==> config.mk <==
export PLATFORM = sky130hd
export DESIGN_NAME = connect_n_game_flat
export DESIGN_NICKNAME = d
export VERILOG_FILES = /design/src/rtl/connect_n_if.sv /design/src/rtl/connect_n_game.sv /design/src/flat_wrapper.sv
export SDC_FILE = /design/constraint.sdc
export NUM_CORES = 1
export LEC_CHECK = 0
export BUFFER_PORTS_ARGS = -buffer_cell sky130_fd_sc_hd__buf_2
export CAP_MARGIN = 10
export CORE_MARGIN = 3
export CORE_UTILIZATION = 55
export CTS_CLUSTER_SIZE = 8
export DETAILED_ROUTE_END_ITERATION = 12
export GPL_TIMING_DRIVEN = 0
export PLACE_DENSITY_LB_ADDON = 0.25
export SLEW_MARGIN = 30
export SYNTH_ARGS = -nofsm -noshare
export SYNTH_HDL_FRONTEND = slang
export SYNTH_SLANG_ARGS = --single-unit
export TNS_END_PERCENT = 10
==> constraint.sdc <==
create_clock -name clk -period 21.9 [get_ports clk]
set_clock_uncertainty 0.1 [all_clocks]
set_input_delay 1.095 -clock clk [delete_from_list [all_inputs] [get_ports clk]]
set_output_delay 1.095 -clock clk [all_outputs]
set_load 0.02 [all_outputs]
==> src/rtl/connect_n_if.sv <==
// Button, display-read and status bundle between the user panel/scanner and connect_n_game.
// Defining CONNECT_UNDO_EN adds the undo button and the undo_avail status.
interface connect_n_if #(
    parameter int ROW_BITS = 3,
    parameter int COL_BITS = 3
);
    logic                move_right;
    logic                move_left;
    logic                drop_piece;
    logic                restart;
    logic [ROW_BITS-1:0] rd_row;
    logic [COL_BITS-1:0] rd_col;
    logic [1:0]          rd_data;
    logic [COL_BITS-1:0] cur_col;
    logic [1:0]          cur_player;
    logic [1:0]          winner;
    logic                draw;
    logic                busy;
`ifdef CONNECT_UNDO_EN
    logic                undo;
    logic                undo_avail;
`endif

    modport master (
`ifdef CONNECT_UNDO_EN
        output undo,
        input  undo_avail,
`endif
        output move_right, move_left, drop_piece, restart, rd_row, rd_col,
        input  rd_data, cur_col, cur_player, winner, draw, busy
    );

    modport slave (
`ifdef CONNECT_UNDO_EN
        input  undo,
        output undo_avail,
`endif
        input  move_right, move_left, drop_piece, restart, rd_row, rd_col,
        output rd_data, cur_col, cur_player, winner, draw, busy
    );
endinterface

==> src/rtl/connect_n_game.sv <==
// Connect-N controller: board, column fill counters, button edges, turns, win/draw scan.
// CONNECT_UNDO_EN enables one-level undo. States: CLEAR sweep | IDLE wait input |
// WRITE place piece | CHECK scan 4 axes | WIN / DRAW terminal until restart.
module connect_n_game #(
    parameter int COLS        = 8,
    parameter int ROWS        = 8,
    parameter int COL_BITS    = 3,
    parameter int ROW_BITS    = 3,
    parameter int WIN_LEN     = 4,
    parameter int SYNC_STAGES = 2
) (
    input logic        clk,
    input logic        rst_n,
    connect_n_if.slave bus
);
`ifdef CONNECT_UNDO_EN
    localparam int NBTN = 5;
`else
    localparam int NBTN = 4;
`endif
    localparam int                  PC_W     = ROW_BITS + COL_BITS + 1;
    localparam logic [ROW_BITS:0]   ROWS_W   = (ROW_BITS + 1)'(ROWS);
    localparam logic [COL_BITS:0]   COLS_W   = (COL_BITS + 1)'(COLS);
    localparam logic [COL_BITS-1:0] LAST_COL = COL_BITS'(COLS - 1);
    localparam logic [PC_W-1:0]     TOTAL    = PC_W'(ROWS * COLS);
    localparam logic [5:0]          WIN_W    = 6'(WIN_LEN);
    localparam logic [4:0]          LIMIT    = 5'(WIN_LEN - 1);
    localparam logic [1:0]          P1       = 2'b01;

    typedef enum logic [2:0] {S_CLEAR, S_IDLE, S_WRITE, S_CHECK, S_WIN, S_DRAW} state_t;
    state_t state_q, state_d;

    logic [NBTN-1:0] btn_raw, btn_prev, btn_edge;
    logic [NBTN-1:0] sync_q [SYNC_STAGES];
    logic            ev_right, ev_left, ev_drop, ev_restart, undo_fire;

    logic [1:0]          cells   [ROWS][COLS];
    logic [ROW_BITS:0]   col_cnt [COLS];
    logic [COL_BITS-1:0] cur_col_q, clr_col_q, mv_col_q;
    logic [ROW_BITS-1:0] mv_row_q;
    logic [1:0]          cur_player_q, winner_q, axis_q;
    logic                draw_q, side_q, undo_avail_q;
    logic [PC_W-1:0]     piece_cnt_q;
    logic [4:0]          step_q;
    logic [5:0]          run_q, run_next;
    logic                hit, in_board, side_done, run_win;
    int                  dr, dc, pr, pc;

`ifdef CONNECT_UNDO_EN
    assign btn_raw = {bus.undo, bus.restart, bus.drop_piece, bus.move_left, bus.move_right};
`else
    assign btn_raw = {bus.restart, bus.drop_piece, bus.move_left, bus.move_right};
`endif

    // Sync chain and edge flop reset high so a button held through reset stays silent.
    always_ff @(posedge clk or negedge rst_n) begin
        if (!rst_n) begin
            for (int i = 0; i < SYNC_STAGES; i++) sync_q[i] <= '1;
            btn_prev <= '1;
        end else begin
            sync_q[0] <= btn_raw;
            for (int i = 1; i < SYNC_STAGES; i++) sync_q[i] <= sync_q[i-1];
            btn_prev <= sync_q[SYNC_STAGES-1];
        end
    end

    assign btn_edge   = sync_q[SYNC_STAGES-1] & ~btn_prev;
    assign ev_right   = btn_edge[0] & ~btn_edge[1];
    assign ev_left    = btn_edge[1] & ~btn_edge[0];
    assign ev_drop    = btn_edge[2];
    assign ev_restart = btn_edge[3];
`ifdef CONNECT_UNDO_EN
    assign undo_fire  = (state_q == S_IDLE) && btn_edge[4] && undo_avail_q && !ev_restart;
`else
    assign undo_fire  = 1'b0;
`endif

    always_ff @(posedge clk or negedge rst_n) begin
        if (!rst_n) state_q <= S_CLEAR;
        else        state_q <= state_d;
    end

    always_comb begin
        state_d = state_q;
        dr = 0;
        dc = 1;
        case (axis_q)
            2'd0:    begin dr = 0; dc = 1;  end
            2'd1:    begin dr = 1; dc = 0;  end
            2'd2:    begin dr = 1; dc = 1;  end
            default: begin dr = 1; dc = -1; end
        endcase
        if (side_q) begin
            dr = -dr;
            dc = -dc;
        end
        pr        = int'(mv_row_q) + dr * int'(step_q);
        pc        = int'(mv_col_q) + dc * int'(step_q);
        in_board  = (pr >= 0) && (pr < ROWS) && (pc >= 0) && (pc < COLS);
        hit       = in_board && (cells[pr[ROW_BITS-1:0]][pc[COL_BITS-1:0]] == cur_player_q);
        run_next  = run_q + 6'(hit);
        side_done = !hit || (step_q == LIMIT);
        run_win   = run_next >= WIN_W;

        case (state_q)
            S_CLEAR: if (clr_col_q == LAST_COL) state_d = S_IDLE;
            S_IDLE: begin
                if (ev_restart)
                    state_d = S_CLEAR;
                else if (ev_drop && !undo_fire && (col_cnt[cur_col_q] < ROWS_W))
                    state_d = S_WRITE;
            end
            S_WRITE: state_d = S_CHECK;
            S_CHECK: begin
                if (side_done) begin
                    if (run_win)
                        state_d = S_WIN;
                    else if (side_q && (axis_q == 2'd3))
                        state_d = (piece_cnt_q == TOTAL) ? S_DRAW : S_IDLE;
                end
            end
            S_WIN, S_DRAW: if (ev_restart) state_d = S_CLEAR;
            default: state_d = S_CLEAR;
        endcase
    end

    // Board storage has no reset; the CLEAR sweep after reset zeroes it.
    always_ff @(posedge clk) begin
        if (state_q == S_CLEAR) begin
            col_cnt[clr_col_q] <= '0;
            for (int r = 0; r < ROWS; r++) cells[r][clr_col_q] <= 2'b00;
        end else if (state_q == S_WRITE) begin
            cells[mv_row_q][mv_col_q] <= cur_player_q;
            col_cnt[mv_col_q]         <= col_cnt[mv_col_q] + (ROW_BITS + 1)'(1);
        end else if (undo_fire) begin
            cells[mv_row_q][mv_col_q] <= 2'b00;
            col_cnt[mv_col_q]         <= col_cnt[mv_col_q] - (ROW_BITS + 1)'(1);
        end
    end

    always_ff @(posedge clk or negedge rst_n) begin
        if (!rst_n) begin
            cur_col_q    <= '0;
            cur_player_q <= P1;
            winner_q     <= 2'b00;
            draw_q       <= 1'b0;
            piece_cnt_q  <= '0;
            clr_col_q    <= '0;
            mv_row_q     <= '0;
            mv_col_q     <= '0;
            axis_q       <= 2'd0;
            side_q       <= 1'b0;
            step_q       <= 5'd1;
            run_q        <= 6'd1;
            undo_avail_q <= 1'b0;
        end else begin
            case (state_q)
                S_CLEAR: begin
                    clr_col_q    <= (clr_col_q == LAST_COL) ? '0 : clr_col_q + COL_BITS'(1);
                    piece_cnt_q  <= '0;
                    winner_q     <= 2'b00;
                    draw_q       <= 1'b0;
                    cur_player_q <= P1;
                    cur_col_q    <= '0;
                    undo_avail_q <= 1'b0;
                end
                S_IDLE: begin
                    if (ev_right)
                        cur_col_q <= (cur_col_q == LAST_COL) ? '0 : cur_col_q + COL_BITS'(1);
                    else if (ev_left)
                        cur_col_q <= (cur_col_q == '0) ? LAST_COL : cur_col_q - COL_BITS'(1);
                    if (state_d == S_WRITE) begin
                        mv_row_q <= col_cnt[cur_col_q][ROW_BITS-1:0];
                        mv_col_q <= cur_col_q;
                    end
                    if (undo_fire) begin
                        piece_cnt_q  <= piece_cnt_q - PC_W'(1);
                        cur_player_q <= cur_player_q ^ 2'b11;
                        undo_avail_q <= 1'b0;
                    end
                end
                S_WRITE: begin
                    if (piece_cnt_q != '1) piece_cnt_q <= piece_cnt_q + PC_W'(1);
                    axis_q       <= 2'd0;
                    side_q       <= 1'b0;
                    step_q       <= 5'd1;
                    run_q        <= 6'd1;
                    undo_avail_q <= 1'b1;
                end
                S_CHECK: begin
                    if (!side_done) begin
                        step_q <= step_q + 5'd1;
                        run_q  <= run_next;
                    end else if (run_win) begin
                        winner_q     <= cur_player_q;
                        undo_avail_q <= 1'b0;
                    end else if (!side_q) begin
                        side_q <= 1'b1;
                        step_q <= 5'd1;
                        run_q  <= run_next;
                    end else if (axis_q == 2'd3) begin
                        if (piece_cnt_q == TOTAL) begin
                            draw_q       <= 1'b1;
                            undo_avail_q <= 1'b0;
                        end else begin
                            cur_player_q <= cur_player_q ^ 2'b11;
                        end
                    end else begin
                        axis_q <= axis_q + 2'd1;
                        side_q <= 1'b0;
                        step_q <= 5'd1;
                        run_q  <= 6'd1;
                    end
                end
                default: ;
            endcase
        end
    end

    assign bus.rd_data    = (({1'b0, bus.rd_row} < ROWS_W) && ({1'b0, bus.rd_col} < COLS_W))
                            ? cells[bus.rd_row][bus.rd_col] : 2'b00;
    assign bus.cur_col    = cur_col_q;
    assign bus.cur_player = cur_player_q;
    assign bus.winner     = winner_q;
    assign bus.draw       = draw_q;
    assign bus.busy       = (state_q == S_CLEAR) || (state_q == S_WRITE) || (state_q == S_CHECK);
`ifdef CONNECT_UNDO_EN
    assign bus.undo_avail = undo_avail_q;
`endif
endmodule

==> src/flat_wrapper.sv <==
// flat-port wrapper written by rule: the top's interface ports become plain ports
module connect_n_game_flat 
#(
    parameter int COLS        = 8,
    parameter int ROWS        = 8,
    parameter int COL_BITS    = 3,
    parameter int ROW_BITS    = 3,
    parameter int WIN_LEN     = 4,
    parameter int SYNC_STAGES = 2
)
  (clk, rst_n, bus_move_right, bus_move_left, bus_drop_piece, bus_restart, bus_rd_row, bus_rd_col, bus_rd_data, bus_cur_col, bus_cur_player, bus_winner, bus_draw, bus_busy);
  connect_n_if #(.ROW_BITS(ROW_BITS), .COL_BITS(COL_BITS)) bus_i ();
  input logic clk;
  input logic rst_n;
  input wire logic [$bits(bus_i.move_right)-1:0] bus_move_right;
  input wire logic [$bits(bus_i.move_left)-1:0] bus_move_left;
  input wire logic [$bits(bus_i.drop_piece)-1:0] bus_drop_piece;
  input wire logic [$bits(bus_i.restart)-1:0] bus_restart;
  input wire logic [$bits(bus_i.rd_row)-1:0] bus_rd_row;
  input wire logic [$bits(bus_i.rd_col)-1:0] bus_rd_col;
  output wire logic [$bits(bus_i.rd_data)-1:0] bus_rd_data;
  output wire logic [$bits(bus_i.cur_col)-1:0] bus_cur_col;
  output wire logic [$bits(bus_i.cur_player)-1:0] bus_cur_player;
  output wire logic [$bits(bus_i.winner)-1:0] bus_winner;
  output wire logic [$bits(bus_i.draw)-1:0] bus_draw;
  output wire logic [$bits(bus_i.busy)-1:0] bus_busy;
  assign bus_i.move_right = bus_move_right;
  assign bus_i.move_left = bus_move_left;
  assign bus_i.drop_piece = bus_drop_piece;
  assign bus_i.restart = bus_restart;
  assign bus_i.rd_row = bus_rd_row;
  assign bus_i.rd_col = bus_rd_col;
  assign bus_rd_data = bus_i.rd_data;
  assign bus_cur_col = bus_i.cur_col;
  assign bus_cur_player = bus_i.cur_player;
  assign bus_winner = bus_i.winner;
  assign bus_draw = bus_i.draw;
  assign bus_busy = bus_i.busy;
  connect_n_game #(.COLS(COLS), .ROWS(ROWS), .COL_BITS(COL_BITS), .ROW_BITS(ROW_BITS), .WIN_LEN(WIN_LEN), .SYNC_STAGES(SYNC_STAGES)) u_core (.clk(clk), .rst_n(rst_n), .bus(bus_i));
endmodule
==> run metrics, run 1 <==
Tot Pwr=2.41 mW; grt ovf=0; die height=181 um; worst path arrival time=10,660 ps; syn_nets=1,838; number of global-route vias before repair=13,500; placement-stage cell area=0.0174 sq mm; Setup TNS=0 ps; Power per Cell Area=132 mW/mm^2; Critical Path Start Type=flop; sequential power share=22.1%; total CTS buffers=30; max cap viols=0; CP max stage cell=nor3_1; RSZ-0062 raised after global routing=false; post-synthesis register bit count=213; IO Pins=23; CP Capture Type=flop; P&R area growth vs syn=8.92%; top cell type's share of synthesized area=28.6%; core area=0.0299 sq mm; starting density of the core=56.2%; Slew HR=26.7%; Synth Instances=1,643; global-route wire length before repair=74.1 mm; Leakage Power=8.13 nW; share of cells above drive strength 1=10.7%; post_cts resized=0; largest net degree at the start of global routing=54; final worst-path cycle share=47.1%; WL final=47.5 mm; fin crit period=10,320 ps; Die W=181 um; Fillers=2,445; CP most frequent cell=ha_1; Clock Tree Root=clkbuf_16; initial antenna violation count=1; Clock Path Buffers=3; crit path kind=reg2reg; post-synth top area cell=edfxtp_1; routed length per instance=22.5 um; Pint=1.28 mW; die footprint=0.0327 sq mm; clock-pin slew on the worst setup and hold paths=60 ps; Top FF cell, synth=edfxtp_1; Final ANT Viol Nets=0; synth unique cells=77; critical path peak fanout=6; 1st-iter DRT viols=1,455; Combinational Power Share=59.8%; TritonCTS clock tree=built; buffer count from post-CTS setup fixing=0; count of final hold-check violations=0; asr flop ratio synth=24.9%; RePlAce Congestion=0.974; vias per std cell=6.45; htree depth=1; switching share of power=47.0%; Remaining DRCs=0; Initial DRT Pass Iterations=7; clock sink count=213; Max stage delay on crit path=610 ps; floorplan row count=63; Worst-Margin Slew=1100 ps; Min-Delay Path Class=reg2reg; Nets=1,890; vias=13,600; sequential element share of the synthesized area=36.6%; Ys Warns=0; Clk Latency, worst-skew pair=570 ps; outcome=finished, final reports clean; Sw Pwr=1.13 mW; CTS Hold Buffers Added=0; Fmax achieved=96.9 MHz; Overall Global Routing Usage=28.8%; Final HPWL DP=35.9 mm; Post-synth EDFFs=160; final slew viol count=0; CP required=22,230 ps; largest cells by area after synthesis=edfxtp_1, mux4_2, ha_1; flop2flop setup slack=11,580 ps; maximum vdd drop=86.6 uV; Design Area, Final=0.0183 sq mm; clock power share=18.1%; Final Setup Violations=0; Mapped Area=0.0168 sq mm; Synth Area per Inst=10.2 sq um; port bufs=19
==> flip-flops by register name, indices dropped and copies added (netlist names) <==
name,cells
u_core.cells,128
u_core.col_cnt,32
u_core.sync_q,8
u_core.piece_cnt_q,7
u_core.run_q,6
u_core.step_q,5
u_core.btn_prev,4
u_core.bus.cur_col,3
u_core.clr_col_q,3
u_core.mv_col_q,3
u_core.mv_row_q,3
u_core.state_q,3
u_core.axis_q,2
u_core.bus.cur_player,2
u_core.bus.winner,2
u_core.bus.draw,1
u_core.side_q,1
==> layout by cell type (no fill, tap or decap), types with 26 or more instances in the layout <==
cell	count
edfxtp_1	160
fa_1	57
nor3_1	29
dfrtp_1	38
clkbuf_1	95
o21ai_0	31
nand4_1	27
a21oi_1	74
ha_1	126
nand3_1	34
mux4_2	76
clkbuf_16	30
inv_1	123
nand2_1	235
mux2i_1	45
and3_1	52
nor2_1	156
buf_2	26
==> layer usage <==
metal / share of wire (%) / GRT usage, % / vias to the layer above
met5: 0 / 0 / -
met4: 2.8 / 8.41 / 0
met3: 11 / 7.13 / 105
met2: 46 / 46.4 / 743
met1: 40 / 39.1 / 6698
li1: - / - / 6072
==> worst paths after layout <==
path / end / start / cells past startpoint
worst min-delay path: u_core.sync_q[1] / u_core.sync_q[5] / 0
max in group asynchronous: u_core.mv_col_q[1] / rst_n / 1
min in group asynchronous: u_core.mv_row_q[2] / rst_n / 1
worst min register to register: u_core.sync_q[1] / u_core.sync_q[5] / 0
worst max-delay path: u_core.axis_q[0] / u_core.axis_q[0] / 35
worst max register to register: u_core.axis_q[0] / u_core.axis_q[0] / 35
==> cell usage after synthesis (6+ instances only) <==
library cell and n:
nand2_1 235, edfxtp_1 160, nor2_1 156, ha_1 126
inv_1 123, mux4_2 76, a21oi_1 74, clkbuf_1 71
fa_1 57, and3_1 52, mux2i_1 45, dfrtp_1 38
nand3_1 34, o21ai_0 31, nor3_1 30, nand4_1 27
nor2b_1 21, a21o_1 18, a211oi_1 15, dfstp_2 15
xor2_1 14, and2_1 13, a22oi_1 12, xnor2_1 12
buf_1 10, nor3b_1 9, o21ai_1 9, a22o_1 8
nand2b_1 8, o21a_1 8, buf_2 7, o211ai_1 7
or2_2 7, or3_1 7, nor4_1 6, o2111ai_1 6
o31ai_1 6
==> layout make-up <==
class | count | area (sq um) | share of cell area, %
diodes | 1 | 2.50 | 0.0137
plain buffers | 93 | 388 | 2.12
clock buffers | 55 | 855 | 4.67
clock inverters | 1 | 30.0 | 0.164
inverters | 124 | 465 | 2.54
multi-input cells | 1213 | 9800 | 53.6
flip-flops and latches | 213 | 6150 | 33.6
well taps | 390 | 488 | 2.67
repair buffers | 20 | 109 | 0.595
==> logic make-up (layout without fill, tap and decap cells) <==
logic type	count (synthesis)	in the layout	synth area share, %
AND/OR/NAND/NOR	632	632	17.8
flip-flops	213	213	36.6
other	0	1	0
adder cells (fa/ha/maj)	183	183	16.2
XOR/XNOR	26	26	1.36
AO/OA/AOI/OAI	246	246	9.80
buffers and inverters	217	293	5.06
multiplexers	126	126	13.2
==> power groups by stage <==
stage               clock (mW)  sequential [mW]  combinational, mW
global route             0.454            0.536               1.56
detailed placement           0            0.536               1.40
global placement             0            0.534               1.38
floorplan                    0            0.526              0.990
finish                   0.436            0.530               1.44
CTS                      0.435            0.529               1.41
==> stage by stage <==
stage	worst slack [ps]	util [%]	hold WS (ps)	cells
floorplan	13580	-	245	1643
global placement	11860	58.2	246	2052
detailed placement	11770	58.2	248	2053
CTS	11710	61.2	248	2109
global route	10930	61.2	255	2109
finish	11580	61.2	249	2110
==> critical path, delay by kind of cell, from the launching register on <==
family | cells | cell delay, ps
adder cells (fa/ha/maj) | 9 | 3370
AO/OA/AOI/OAI | 10 | 2990
AND/OR/NAND/NOR | 12 | 2890
flip-flops | 1 | 450
buffers and inverters | 4 | 380
Power figures use the tool's default switching activity.
==> run 2, diff against run 1 <==
- clock period: 21.9 -> 8.5 ns (I/O delays scaled with it)
==> run 2 against run 1 <==
Effect of this change: die area did not move; critical path depth rose by 1; global-route usage rose by 0.28 points; via count rose by 0.84%; clock power rose to 2.6 times the previous value; largest cell class unchanged; highest routed layer unchanged.
==> run metrics, run 2 (synthesized netlist as in run 1, its figures left out) <==
outcome=finished, final reports clean; final slew viol count=0 (unchanged); Max stage delay on crit path=590 ps (-20 ps); CP Capture Type=flop; htree depth=1 (unchanged); crit path kind=reg2reg; IO Pins=23 (unchanged); Final HPWL DP=35.9 mm (unchanged); Sw Pwr=2.97 mW (+160%); max cap viols=0 (unchanged); Largest regs=u_core.cells: 128 flops, u_core.col_cnt: 32 flops, u_core.sync_q: 8 flops; CP most frequent cell=inv_1; pre-CTS WS=-1630 ps (-13,400 ps); global-route wire length before repair=74.8 mm (+1.0%); Leakage Power=8.25 nW (+1.5%); largest net degree at the start of global routing=54 (unchanged); starting density of the core=56.2% (unchanged); worst path arrival time=8580 ps (-2080 ps); commonest non-fill, non-tap cell in the layout=nand2_1; hold slack=249 ps (+0.207 ps); placed insts=2,053 (unchanged); commonest cells after routing, fill and taps aside=nand2_1, edfxtp_1, nor2_1; Overall Global Routing Usage=29.1% (+0.28 points); Fillers=2,353 (-3.8%); routed length per instance=22.8 um (+1.3%); grt ovf=0 (unchanged); clock power share=17.8% (-0.3 points); vias=13,700 (+0.84%); Worst Hold Path EP=u_core.sync_q[1]; Min-Delay Path Class=reg2reg; total CTS buffers=30 (unchanged); Final ANT Viol Nets=0 (unchanged); critical path peak fanout=10 (+4); fin crit period=8250 ps (-2070 ps); count of final hold-check violations=0 (unchanged); Reg-to-Reg Start=u_core.axis_q[0]; Combinational Power Share=60.7% (+0.9 points); Nets=1,901 (+0.58%); vias per std cell=6.47 (+0.31%); Reg with most FFs=u_core.cells; Hold Crit Start=u_core.sync_q[5]; WL final=48.4 mm (+1.8%); TritonCTS clock tree=built; Clk Latency, worst-skew pair=570 ps (about the same); Worst-Margin Slew=1070 ps (-27.9 ps); P&R area growth vs syn=11.7%; die height=181 um (unchanged); Core Util, Final=62.8% (+1.5 points); 1st-iter DRT viols=1,459 (+0.27%); switching share of power=46.9% (-0.069 points); port bufs=19 (unchanged); CP required=8830 ps (-13,400 ps); Die W=181 um (unchanged); number of global-route vias before repair=13,600 (+0.99%); max FFs per register=128 (unchanged); Final Setup Violations=0 (unchanged); Hold Path Depth=0 (unchanged); worst reg2reg path endpoint=u_core.step_q[2]; Fmax achieved=121 MHz (+25%); Tot Pwr=6.34 mW (+160%); floorplan row count=63 (unchanged); Final Non-Filler Cells=2,121 (+0.52%); Pint=3.37 mW (+160%); clock-pin slew on the worst setup and hold paths=60 ps (about the same); CP max stage cell=fa_2; final worst-path cycle share=97.0% (+50 points); die footprint=0.0327 sq mm (unchanged); Remaining DRCs=0 (unchanged); Initial DRT Pass Iterations=7 (unchanged); Clock Path Buffers=3 (unchanged); worst setup margin=251 ps (-11,330 ps); Slew HR=28.5% (+1.9 points); core area=0.0299 sq mm (unchanged); Clock Tree Root=clkbuf_16; Critical Path Start Type=flop; maximum vdd drop=223 uV (+160%); share of cells above drive strength 1=15.0% (+4.3 points); Power per Cell Area=338 mW/mm^2 (+160%); initial antenna violation count=1 (unchanged); flop2flop setup slack=250 ps (-11,330 ps); clock sink count=213 (unchanged); sequential power share=21.5% (-0.6 points); path depth of the worst reg2reg path=36 (+2.9%); RePlAce Congestion=0.974 (unchanged)
-- run 2: layout make-up --
cell class                 count  area [sq um]  area share (%)
buffer                        83           355            1.89
clock buffer                  55           855            4.56
inverter                     124           465            2.48
tap                          390           488            2.60
antenna                        1          2.50          0.0133
sequential                   213          6150            32.8
multi-input combinational   1213         10100            54.0
timing repair buffer          41           279            1.49
clock inverter                 1          30.0           0.160
-- run 2: metal layers --
| layer | GRT usage, % | vias to the layer above | wire length [um] |
|---|---|---|---|
| met1 | 39.2 | 6750 | 18800 |
| met3 | 7.33 | 118 | 5720 |
| met5 | 0 | - | 0 |
| li1 | - | 6094 | - |
| met2 | 47.2 | 770 | 22500 |
| met4 | 8.35 | 0 | 1350 |
-- run 2: how the worst max path moves through the flow --
stage                startpoint               end  cells past startpoint
6_report       u_core.axis_q[0]  u_core.step_q[2]                     36
4_1_cts        u_core.axis_q[0]  u_core.step_q[2]                     39
3_5_place_dp   u_core.axis_q[0]  u_core.axis_q[0]                     35
2_1_floorplan  u_core.axis_q[0]  u_core.axis_q[1]                     35
3_3_place_gp   u_core.axis_q[0]  u_core.axis_q[1]                     35
5_1_grt        u_core.axis_q[1]  u_core.step_q[2]                     41
-- run 2: stage by stage --
stage	area [sq um]	setup TNS, ps
finish	18800	0
global route	18800	-529
CTS	18500	0
detailed placement	17400	-26640
global placement	17400	-25050
floorplan	16800	0
-- run 2: power by group through the flow --
stage	sequential [mW]	combinational [mW]	clock, mW
final	1.36	3.85	1.13
after global routing	1.38	4.14	1.17
after CTS	1.36	3.70	1.12
after detailed placement	1.38	3.60	0
after global placement	1.38	3.54	0
after floorplan	1.36	2.55	0
-- run 2: timing repair --
| item | 4_1_cts | 5_1_grt |
|---|---|---|
| endpoints found under the setup margin | 22 | 21 |
| gates resized for setup | 37 | 38 |
| endpoints found under the hold margin | 42 | 0 |
| hold buffers | 5 | 0 |
| setup buffers | 8 | 8 |
| pin swaps | 9 | 19 |
-- run 2: critical path: cells and delay by family (launching register included) --
kind / cells / cell delay (ps)
simple gates: 10 / 2080
mux: 1 / 200
flops: 1 / 430
fa+ha+maj: 9 / 2930
buf+inv: 8 / 920
compound gates: 8 / 1450
